**src/rtl/ibex_mem_arbiter_if.sv**
```systemverilog
// ibex_mem_arbiter_if: instruction, data and shared-bus req/gnt/rvalid signals of the arbiter.
// The slave modport is the arbiter's view; master is the surrounding core/bus.
interface ibex_mem_arbiter_if;
    logic        instr_req_i;
    logic [31:0] instr_addr_i;
    logic        instr_gnt_o;
    logic        instr_rvalid_o;
    logic [31:0] instr_rdata_o;
    logic        instr_err_o;
    logic        data_req_i;
    logic        data_we_i;
    logic [3:0]  data_be_i;
    logic [31:0] data_addr_i;
    logic [31:0] data_wdata_i;
    logic        data_gnt_o;
    logic        data_rvalid_o;
    logic [31:0] data_rdata_o;
    logic        data_err_o;
    logic        bus_req_o;
    logic        bus_we_o;
    logic [3:0]  bus_be_o;
    logic [31:0] bus_addr_o;
    logic [31:0] bus_wdata_o;
    logic        bus_gnt_i;
    logic        bus_rvalid_i;
    logic [31:0] bus_rdata_i;
    logic        bus_err_i;

    modport slave (
        input  instr_req_i, instr_addr_i,
        output instr_gnt_o, instr_rvalid_o, instr_rdata_o, instr_err_o,
        input  data_req_i, data_we_i, data_be_i, data_addr_i, data_wdata_i,
        output data_gnt_o, data_rvalid_o, data_rdata_o, data_err_o,
        output bus_req_o, bus_we_o, bus_be_o, bus_addr_o, bus_wdata_o,
        input  bus_gnt_i, bus_rvalid_i, bus_rdata_i, bus_err_i
    );

    modport master (
        output instr_req_i, instr_addr_i,
        input  instr_gnt_o, instr_rvalid_o, instr_rdata_o, instr_err_o,
        output data_req_i, data_we_i, data_be_i, data_addr_i, data_wdata_i,
        input  data_gnt_o, data_rvalid_o, data_rdata_o, data_err_o,
        input  bus_req_o, bus_we_o, bus_be_o, bus_addr_o, bus_wdata_o,
        output bus_gnt_i, bus_rvalid_i, bus_rdata_i, bus_err_i
    );
endinterface

```
**src/rtl/ibex_mem_arbiter.sv**
```systemverilog
// ibex_mem_arbiter: round-robin arbiter merging instruction and data ports onto one bus,
// with a route FIFO steering in-order responses back to their source.
module ibex_mem_arbiter #(
    parameter int unsigned MaxOutstanding = 2
) (
    input  logic                clk_i,
    input  logic                rst_ni,
    ibex_mem_arbiter_if.slave   mem,
    output logic                busy_o
);
    localparam int unsigned CW = $clog2(MaxOutstanding + 1);
    localparam int unsigned PW = (MaxOutstanding > 1) ? $clog2(MaxOutstanding) : 1;

    logic [CW-1:0]             cnt_q, cnt_d;
    logic [PW-1:0]             wptr_q, wptr_d, rptr_q, rptr_d;
    logic [MaxOutstanding-1:0] fifo_q, fifo_d;
    logic                      lock_q, lock_d, sel_q, sel_d, rr_q, rr_d;
    logic                      full, sel, push, pop, head;

    function automatic logic [PW-1:0] wrap_inc(input logic [PW-1:0] p);
        return (p == PW'(MaxOutstanding - 1)) ? '0 : p + 1'b1;
    endfunction

    always_comb begin
        full = cnt_q == CW'(MaxOutstanding);
        // a stalled request keeps its slot until granted; otherwise the side not granted last wins
        sel = lock_q ? sel_q : (mem.instr_req_i & mem.data_req_i) ? ~rr_q : mem.data_req_i;
        mem.bus_req_o   = ~full & (sel ? mem.data_req_i : mem.instr_req_i);
        mem.bus_we_o    = sel & mem.data_we_i;
        mem.bus_be_o    = sel ? mem.data_be_i : 4'b1111;
        mem.bus_addr_o  = sel ? mem.data_addr_i : mem.instr_addr_i;
        mem.bus_wdata_o = sel ? mem.data_wdata_i : '0;
        push = mem.bus_req_o & mem.bus_gnt_i;
        mem.instr_gnt_o = push & ~sel;
        mem.data_gnt_o  = push & sel;
        pop  = mem.bus_rvalid_i & (cnt_q != '0);
        head = fifo_q[rptr_q];
        mem.instr_rvalid_o = pop & ~head;
        mem.instr_err_o    = pop & ~head & mem.bus_err_i;
        mem.data_rvalid_o  = pop & head;
        mem.data_err_o     = pop & head & mem.bus_err_i;
        mem.instr_rdata_o  = mem.bus_rdata_i;
        mem.data_rdata_o   = mem.bus_rdata_i;
        busy_o = (cnt_q != '0) | lock_q;
    end

    always_comb begin
        fifo_d = fifo_q;
        if (push) fifo_d[wptr_q] = sel;
        cnt_d  = cnt_q + CW'(push) - CW'(pop);
        wptr_d = push ? wrap_inc(wptr_q) : wptr_q;
        rptr_d = pop ? wrap_inc(rptr_q) : rptr_q;
        rr_d   = push ? sel : rr_q;
        lock_d = mem.bus_req_o & ~mem.bus_gnt_i;
        sel_d  = lock_d ? sel : sel_q;
    end

    always_ff @(posedge clk_i or negedge rst_ni) begin
        if (!rst_ni) begin
            cnt_q  <= '0;
            wptr_q <= '0;
            rptr_q <= '0;
            fifo_q <= '0;
            lock_q <= 1'b0;
            sel_q  <= 1'b0;
            rr_q   <= 1'b0;
        end else begin
            cnt_q  <= cnt_d;
            wptr_q <= wptr_d;
            rptr_q <= rptr_d;
            fifo_q <= fifo_d;
            lock_q <= lock_d;
            sel_q  <= sel_d;
            rr_q   <= rr_d;
        end
    end

    spurious_rvalid: assert property (@(posedge clk_i) disable iff (!rst_ni)
        !(mem.bus_rvalid_i && cnt_q == '0))
        else $warning("bus_rvalid_i with nothing outstanding was dropped");
endmodule

```
**src/flat_wrapper.sv**
```systemverilog
// flat-port wrapper written by rule: the top's interface ports become plain ports
module ibex_mem_arbiter_flat 
#(
    parameter int unsigned MaxOutstanding = 2
)
  (clk_i, rst_ni, busy_o, mem_instr_req_i, mem_instr_addr_i, mem_instr_gnt_o, mem_instr_rvalid_o, mem_instr_rdata_o, mem_instr_err_o, mem_data_req_i, mem_data_we_i, mem_data_be_i, mem_data_addr_i, mem_data_wdata_i, mem_data_gnt_o, mem_data_rvalid_o, mem_data_rdata_o, mem_data_err_o, mem_bus_req_o, mem_bus_we_o, mem_bus_be_o, mem_bus_addr_o, mem_bus_wdata_o, mem_bus_gnt_i, mem_bus_rvalid_i, mem_bus_rdata_i, mem_bus_err_i);
  ibex_mem_arbiter_if mem_i ();
  input  logic clk_i;
  input  logic rst_ni;
  output logic busy_o;
  input wire logic [$bits(mem_i.instr_req_i)-1:0] mem_instr_req_i;
  input wire logic [$bits(mem_i.instr_addr_i)-1:0] mem_instr_addr_i;
  output wire logic [$bits(mem_i.instr_gnt_o)-1:0] mem_instr_gnt_o;
  output wire logic [$bits(mem_i.instr_rvalid_o)-1:0] mem_instr_rvalid_o;
  output wire logic [$bits(mem_i.instr_rdata_o)-1:0] mem_instr_rdata_o;
  output wire logic [$bits(mem_i.instr_err_o)-1:0] mem_instr_err_o;
  input wire logic [$bits(mem_i.data_req_i)-1:0] mem_data_req_i;
  input wire logic [$bits(mem_i.data_we_i)-1:0] mem_data_we_i;
  input wire logic [$bits(mem_i.data_be_i)-1:0] mem_data_be_i;
  input wire logic [$bits(mem_i.data_addr_i)-1:0] mem_data_addr_i;
  input wire logic [$bits(mem_i.data_wdata_i)-1:0] mem_data_wdata_i;
  output wire logic [$bits(mem_i.data_gnt_o)-1:0] mem_data_gnt_o;
  output wire logic [$bits(mem_i.data_rvalid_o)-1:0] mem_data_rvalid_o;
  output wire logic [$bits(mem_i.data_rdata_o)-1:0] mem_data_rdata_o;
  output wire logic [$bits(mem_i.data_err_o)-1:0] mem_data_err_o;
  output wire logic [$bits(mem_i.bus_req_o)-1:0] mem_bus_req_o;
  output wire logic [$bits(mem_i.bus_we_o)-1:0] mem_bus_we_o;
  output wire logic [$bits(mem_i.bus_be_o)-1:0] mem_bus_be_o;
  output wire logic [$bits(mem_i.bus_addr_o)-1:0] mem_bus_addr_o;
  output wire logic [$bits(mem_i.bus_wdata_o)-1:0] mem_bus_wdata_o;
  input wire logic [$bits(mem_i.bus_gnt_i)-1:0] mem_bus_gnt_i;
  input wire logic [$bits(mem_i.bus_rvalid_i)-1:0] mem_bus_rvalid_i;
  input wire logic [$bits(mem_i.bus_rdata_i)-1:0] mem_bus_rdata_i;
  input wire logic [$bits(mem_i.bus_err_i)-1:0] mem_bus_err_i;
  assign mem_i.instr_req_i = mem_instr_req_i;
  assign mem_i.instr_addr_i = mem_instr_addr_i;
  assign mem_instr_gnt_o = mem_i.instr_gnt_o;
  assign mem_instr_rvalid_o = mem_i.instr_rvalid_o;
  assign mem_instr_rdata_o = mem_i.instr_rdata_o;
  assign mem_instr_err_o = mem_i.instr_err_o;
  assign mem_i.data_req_i = mem_data_req_i;
  assign mem_i.data_we_i = mem_data_we_i;
  assign mem_i.data_be_i = mem_data_be_i;
  assign mem_i.data_addr_i = mem_data_addr_i;
  assign mem_i.data_wdata_i = mem_data_wdata_i;
  assign mem_data_gnt_o = mem_i.data_gnt_o;
  assign mem_data_rvalid_o = mem_i.data_rvalid_o;
  assign mem_data_rdata_o = mem_i.data_rdata_o;
  assign mem_data_err_o = mem_i.data_err_o;
  assign mem_bus_req_o = mem_i.bus_req_o;
  assign mem_bus_we_o = mem_i.bus_we_o;
  assign mem_bus_be_o = mem_i.bus_be_o;
  assign mem_bus_addr_o = mem_i.bus_addr_o;
  assign mem_bus_wdata_o = mem_i.bus_wdata_o;
  assign mem_i.bus_gnt_i = mem_bus_gnt_i;
  assign mem_i.bus_rvalid_i = mem_bus_rvalid_i;
  assign mem_i.bus_rdata_i = mem_bus_rdata_i;
  assign mem_i.bus_err_i = mem_bus_err_i;
  ibex_mem_arbiter #(.MaxOutstanding(MaxOutstanding)) u_core (.clk_i(clk_i), .rst_ni(rst_ni), .mem(mem_i), .busy_o(busy_o));
endmodule
```
**config.mk**
```make
export PLATFORM = sky130hd
export DESIGN_NAME = ibex_mem_arbiter_flat
export DESIGN_NICKNAME = d
export VERILOG_FILES = /design/src/rtl/ibex_mem_arbiter_if.sv /design/src/rtl/ibex_mem_arbiter.sv /design/src/flat_wrapper.sv
export SDC_FILE = /design/constraint.sdc
export NUM_CORES = 1
export LEC_CHECK = 0
export BUFFER_PORTS_ARGS = -buffer_cell sky130_fd_sc_hd__clkbuf_2
export CAP_MARGIN = 5
export CORE_AREA = 2 2 108 110
export DETAILED_ROUTE_END_ITERATION = 16
export DIE_AREA = 0 0 110 112
export PLACE_DENSITY = 0.45
export SLEW_MARGIN = 20
export SYNTH_ARGS = -nofsm -noshare
export SYNTH_HDL_FRONTEND = slang
export SYNTH_SLANG_ARGS = --single-unit
export TNS_END_PERCENT = 100
```
**constraint.sdc**
```tcl
create_clock -name clk_i -period 2.5 [get_ports clk_i]
set_input_delay 0.125 -clock clk_i [delete_from_list [all_inputs] [get_ports clk_i]]
set_output_delay 0.125 -clock clk_i [all_outputs]
set_load 0.01 [all_outputs]
```
# ---- Word-level counts from Yosys, hierarchy flattened
# Index checks and enable logic that the tools add are counted.
dict set report classes {
  n_mux 13
  magnitude_cmp 3
  eq_ne 1
  n_addsub 4
  n_bitwise 18
  n_reduce_logical 2
}
# cell count
set ops {}
lappend ops {{$mux W32} 2}
lappend ops {{$and A1 B1 Y1} 12}
lappend ops {{$mux W1} 8}
lappend ops {{$not A1 Y1} 5}
lappend ops {{$lt A1 B2 Y1 const B} 2}
lappend ops {{$mux W4} 1}
lappend ops {{$add A1 B1 Y1 const B} 2}
lappend ops {{$add A2 B1 Y2} 1}
lappend ops {{$bwmux W2} 1}
lappend ops {{$eq A2 B2 Y1 const B} 1}
lappend ops {{$reduce_bool A2 Y1} 1}
lappend ops {{$sub A2 B1 Y2} 1}
lappend ops {{$demux W1 S1} 1}
lappend ops {{$ge A1 B1 Y1 const B} 1}
lappend ops {{$logic_and A1 B1 Y1} 1}
lappend ops {{$or A1 B1 Y1} 1}
dict set report totals {
  inputBits 140
  ff_bits 9
  word_cells 48
}

# ---- Depth between registers and ports, before layout
dict set report depth {
  word_depth 8
  ltp_mapped 6
}

# ---- Worst setup path before layout
# OpenSTA, ideal clock, no wires.
dict set report synth_path {
  path_kind {register to register}
  startpoint {register u_core.sel_q}
  endpoint {register u_core.rr_q}
  path_slack_ps 1041
  path_stages_with_launch 5
  t_required_ps 2375
  setup_ps 125
  synth_period_minus_slack_ps 1459
  t_arrival_ps 1334
  cell_sequence {dfrtp_1 -> mux2i_1 -> a2111o_1 -> buf_6 -> mux2_4}
}
dict set report synth_between {
  elab_chain_len 4
}
# element line_no
set synth_lines {}
lappend synth_lines {{from (decl)} ibex_mem_arbiter.sv:17} ;# logic lock_q, lock_d, sel_q, sel_d, rr_q, rr_d;
lappend synth_lines {{from (signal assigned)} ibex_mem_arbiter.sv:73} ;# sel_q <= sel_d;
lappend synth_lines {{$mux W1 (*)} ibex_mem_arbiter.sv:27} ;# sel = lock_q ? sel_q : (mem.instr_req_i & mem.data_req_i) ? ~rr_q : mem.data_req_i;
lappend synth_lines {{$mux W1} ibex_mem_arbiter.sv:28} ;# mem.bus_req_o = ~full & (sel ? mem.data_req_i : mem.instr_req_i);
lappend synth_lines {{$and A1 B1 Y1} ibex_mem_arbiter.sv:28}
lappend synth_lines {{$and A1 B1 Y1} ibex_mem_arbiter.sv:33} ;# push = mem.bus_req_o & mem.bus_gnt_i;
lappend synth_lines {{to (signal assigned)} ibex_mem_arbiter.sv:74} ;# rr_q <= rr_d;
lappend synth_lines {{to (decl)} ibex_mem_arbiter.sv:17}
# Every way passes the cells marked *; elsewhere a longest branch is shown, timed or not.
# A chain may end at the register's enable or synchronous reset.

# ---- Worst setup path after layout
dict set report layout_path {
  startpoint {register u_core.lock_q}
  endpoint {output mem_bus_addr_o[15]}
}
dict set report layout_between {
  elab_chain_len 2
}
# element line_no
set layout_lines {}
lappend layout_lines {{from (decl)} ibex_mem_arbiter.sv:17}
lappend layout_lines {{from (signal assigned)} ibex_mem_arbiter.sv:72} ;# lock_q <= lock_d;
lappend layout_lines {{$mux W1} ibex_mem_arbiter.sv:27}
lappend layout_lines {{$mux W32} ibex_mem_arbiter.sv:31} ;# mem.bus_addr_o = sel ? mem.data_addr_i : mem.instr_addr_i;
lappend layout_lines {{to (decl)} flat_wrapper.sv:29} ;# output wire logic [$bits(mem_i.bus_addr_o)-1:0] mem_bus_addr_o;
# Every way passes these cells.

==> flow_summary_export.csv <==
group,metric,value,unit
run_status,status,"finished, final reports clean",
die,die_area,0.0123,mm^2
sta,finalCritPeriodShare,78.7,%
sta,max_freq,508,MHz
sta,hold_violations,0,
final_layout,layout.cells.non_filler,452,
logic_synthesis,synth_enable_flop_cells,0,
critical_path,required,2380,ps
pwr,p_clk_share,16.2,%
pwr,p_sw_share,41.2,%
critical_path,slowest_stage,"dfrtp_1",
logic_synthesis,async_reset_ff_share,100,%
pwr,leakage,1.29,nW
drt,routed_via_density,3.57,
drt,dr.pass1.iters,4,
grt,gr-total-overflow,0,
critical_path,cp-end-kind,"output port",
clock_network,clk_latency,230,ps
pwr,p_total,1.74,mW
sta,worstMarginPinSlew,433,ps
logic_synthesis,ys_warn_count,0,
drt,via_count,1615,
logic_synthesis,synth_area,0.00161,mm^2
sta,setup_viol,0,
pwr,powerDensity,763,mW/mm^2
clock_network,cts_buffers,3,
die,core_region_area,0.0112,mm^2
grt,grt_first_pass_wirelength,6990,um
final_layout,multiInputGateArea,842,um^2
drt,drt_iter0_markers,14,
final_layout,area_growth,42.4,%
flow_run,timing.max_cap.violations,0,
final_layout,layout_common_cells,"184 x clkbuf_2, 34 x and2_1, 33 x mux2_2, 9 x dfrtp_1, 7 x nor2_1",
pwr,peakVddDrop,0.000219,V
final_layout,fillers,1242,
clock_network,cts_max_path_buffers,2,
critical_path,critical_path.top_delay_family,"buffers and inverters",
logic_synthesis,synthCells,191,
die,ioPinCount,281,
placed_design,dp_hpwl,4360,um
critical_path,cp_num_buf_inv,2,
final_layout,regArea,225,um^2
placed_design,io_buffers,184,
final_layout,antenna_cells,0,
die,die_width,110,um
sta,relSlewSlack,70.8,%
logic_synthesis,ys_types,26,
logic_synthesis,synth-seq-cells,9,
logic_synthesis,syn_avg_cell_area,8.40,um^2
placed_design,gp_congestion,0.710,
clock_network,postCtsResizedCells,0,
pwr,pwr-share-seq,16.0,%
drt,ant_nets,0,
clock_network,cts_tree,"done",
pwr,p_int,1.03,mW
pwr,p_switching,0.719,mW
final_layout,drive_gt1_share,73.5,%
critical_path,cp.arrival,1840,ps
grt,grt_max_degree,41,
sta,tns,0,ps
logic_synthesis,synth_ff_type,"dfrtp_1",
die,initial_core_util,14.4,%
sta,rsz0062_at_grt,"no",
placed_design,dp_cells,447,
sta,period_minus_slack,1970,ps
sta,drv_slew,0,
sta,setup_ws,532,ps
pwr,power_frac_comb,67.9,%
critical_path,max_stage_delay,420,ps
die,row_count,39,
grt,antenna_found_initial,0,
final_layout,fin_nets,451,
critical_path,crit_type,"reg2out",
grt,first_global_vias,1484,
final_layout,utilization,20.5,%
critical_path,cp_cell_sequence,"nand2_1 -> o21a_1 -> buf_4 -> mux2_2 -> clkbuf_2",
die,die_h,112,um
placed_design,dp_slack,764,ps
clock_network,clk_pin_slew,40,ps
clock_network,holdBufCountCts,1,
drt,post_drt_wl_per_cell,10.9,um
critical_path,path_max_fanout,35,
clock_network,clockRootBuffer,"clkbuf_16",
drt,drc_errors,0,
critical_path,worstSetupStartpointType,"register",
drt,wl,4940,um
logic_synthesis,yosysSeqAreaShare,14.0,%
clock_network,clkSinkCount,9,
sta,clock_skew,1.78,ps
clock_network,htreeDepth,1,
final_layout,layout_commonest_cell,"clkbuf_2",
logic_synthesis,synth_fp_nets,332,
clock_network,postCtsSetupBuffers,0,
hold_path,hp-class,"in2reg",
grt,grt_usage,7.16,%
==> Yosys cell counts (2+ instances only) <==
cell type  instances  area [um^2]
buf_4             64          480
inv_1              4         15.0
buf_2              4         20.0
o21ai_0            4         20.0
nor2_1             7         26.3
clkbuf_1           4         15.0
o31ai_1            2         15.0
mux2_2            33          372
nand2_1            4         15.0
xnor2_1            4         35.0
mux2i_1            2         20.0
dfrtp_1            9          225
nand2b_1           4         25.0
and2_1            34          213
==> worst reg2reg max path, cell delays in order (launching register included) <==
cell     delay [ps]
dfrtp_1         410
o21ai_0         390
inv_1           160
ha_1            350
nor2_1          160
xnor2_1         140
==> stage by stage <==
| stage | cell area [um^2] | hold WS (ps) |
|---|---|---|
| 2_1_floorplan | 1610 | -171 |
| 3_3_place_gp | 2200 | -3.25 |
| 3_5_place_dp | 2200 | -0.556 |
| 4_1_cts | 2290 | 87.1 |
| 5_1_grt | 2290 | 96.0 |
| 6_report | 2290 | 88.7 |
==> metal layers <==
| metal | track usage (%) | vias up | share of wire (%) |
|---|---|---|---|
| met5 | 0 | - | 0 |
| met4 | 3.54 | 0 | 2.6 |
| met3 | 2.40 | 19 | 13 |
| met2 | 12.3 | 116 | 49 |
| met1 | 7.72 | 690 | 35 |
| li1 | - | 790 | - |
==> cells by family after synthesis <==
| logic type | count (synthesis) | share of synthesized area (%) |
|---|---|---|
| xor gates and xnor gates | 5 | 2.73 |
| muxes | 36 | 25.3 |
| AOI/OAI and AO/OA | 8 | 3.35 |
| adders and majority gates | 1 | 0.779 |
| buffers and inverters | 77 | 33.7 |
| DFF | 9 | 14.0 |
| and+or+nand+nor | 55 | 20.0 |
==> flip-flops by register name, indices dropped and copies added, names as in the netlist <==
name           cells
u_core.cnt_q       2
u_core.fifo_q      2
u_core.lock_q      1
u_core.rptr_q      1
u_core.rr_q        1
u_core.sel_q       1
u_core.wptr_q      1
==> final timing paths <==
kind	start	to	slack (ps)	depth (start not counted)
setup / recovery	u_core.lock_q$_DFF_PN0_	mem_bus_addr_o[15]	530	5
hold / removal	mem_bus_gnt_i	u_core.lock_q$_DFF_PN0_	90	2
setup reg to reg	u_core.cnt_q[1]$_DFF_PN0_	u_core.cnt_q[1]$_DFF_PN0_	820	5
hold reg to reg	u_core.rptr_q$_DFFE_PN0P_	u_core.rptr_q$_DFFE_PN0P_	490	1
max in group asynchronous	rst_ni	u_core.rr_q$_DFFE_PN0P_	2020	2
min in group asynchronous	rst_ni	u_core.rptr_q$_DFFE_PN0P_	290	2
==> power groups by stage <==
stage          Clock (mW)  Sequential, mW  Combinational [mW]
6_report            0.282           0.278                1.18
5_1_grt             0.296           0.287                1.31
4_1_cts             0.289           0.280                1.21
3_5_place_dp            0           0.282                1.20
3_3_place_gp            0           0.282                1.19
2_1_floorplan           0           0.262               0.873
==> area by class of cell <==
| class | count | area share (%) |
|---|---|---|
| inverter | 4 | 0.657 |
| sequential | 9 | 9.85 |
| tap | 143 | 7.83 |
| timing repair buffer | 187 | 41.4 |
| clock buffer | 4 | 3.45 |
| multi-input combinational | 105 | 36.8 |
Power figures use the tool's default switching activity.
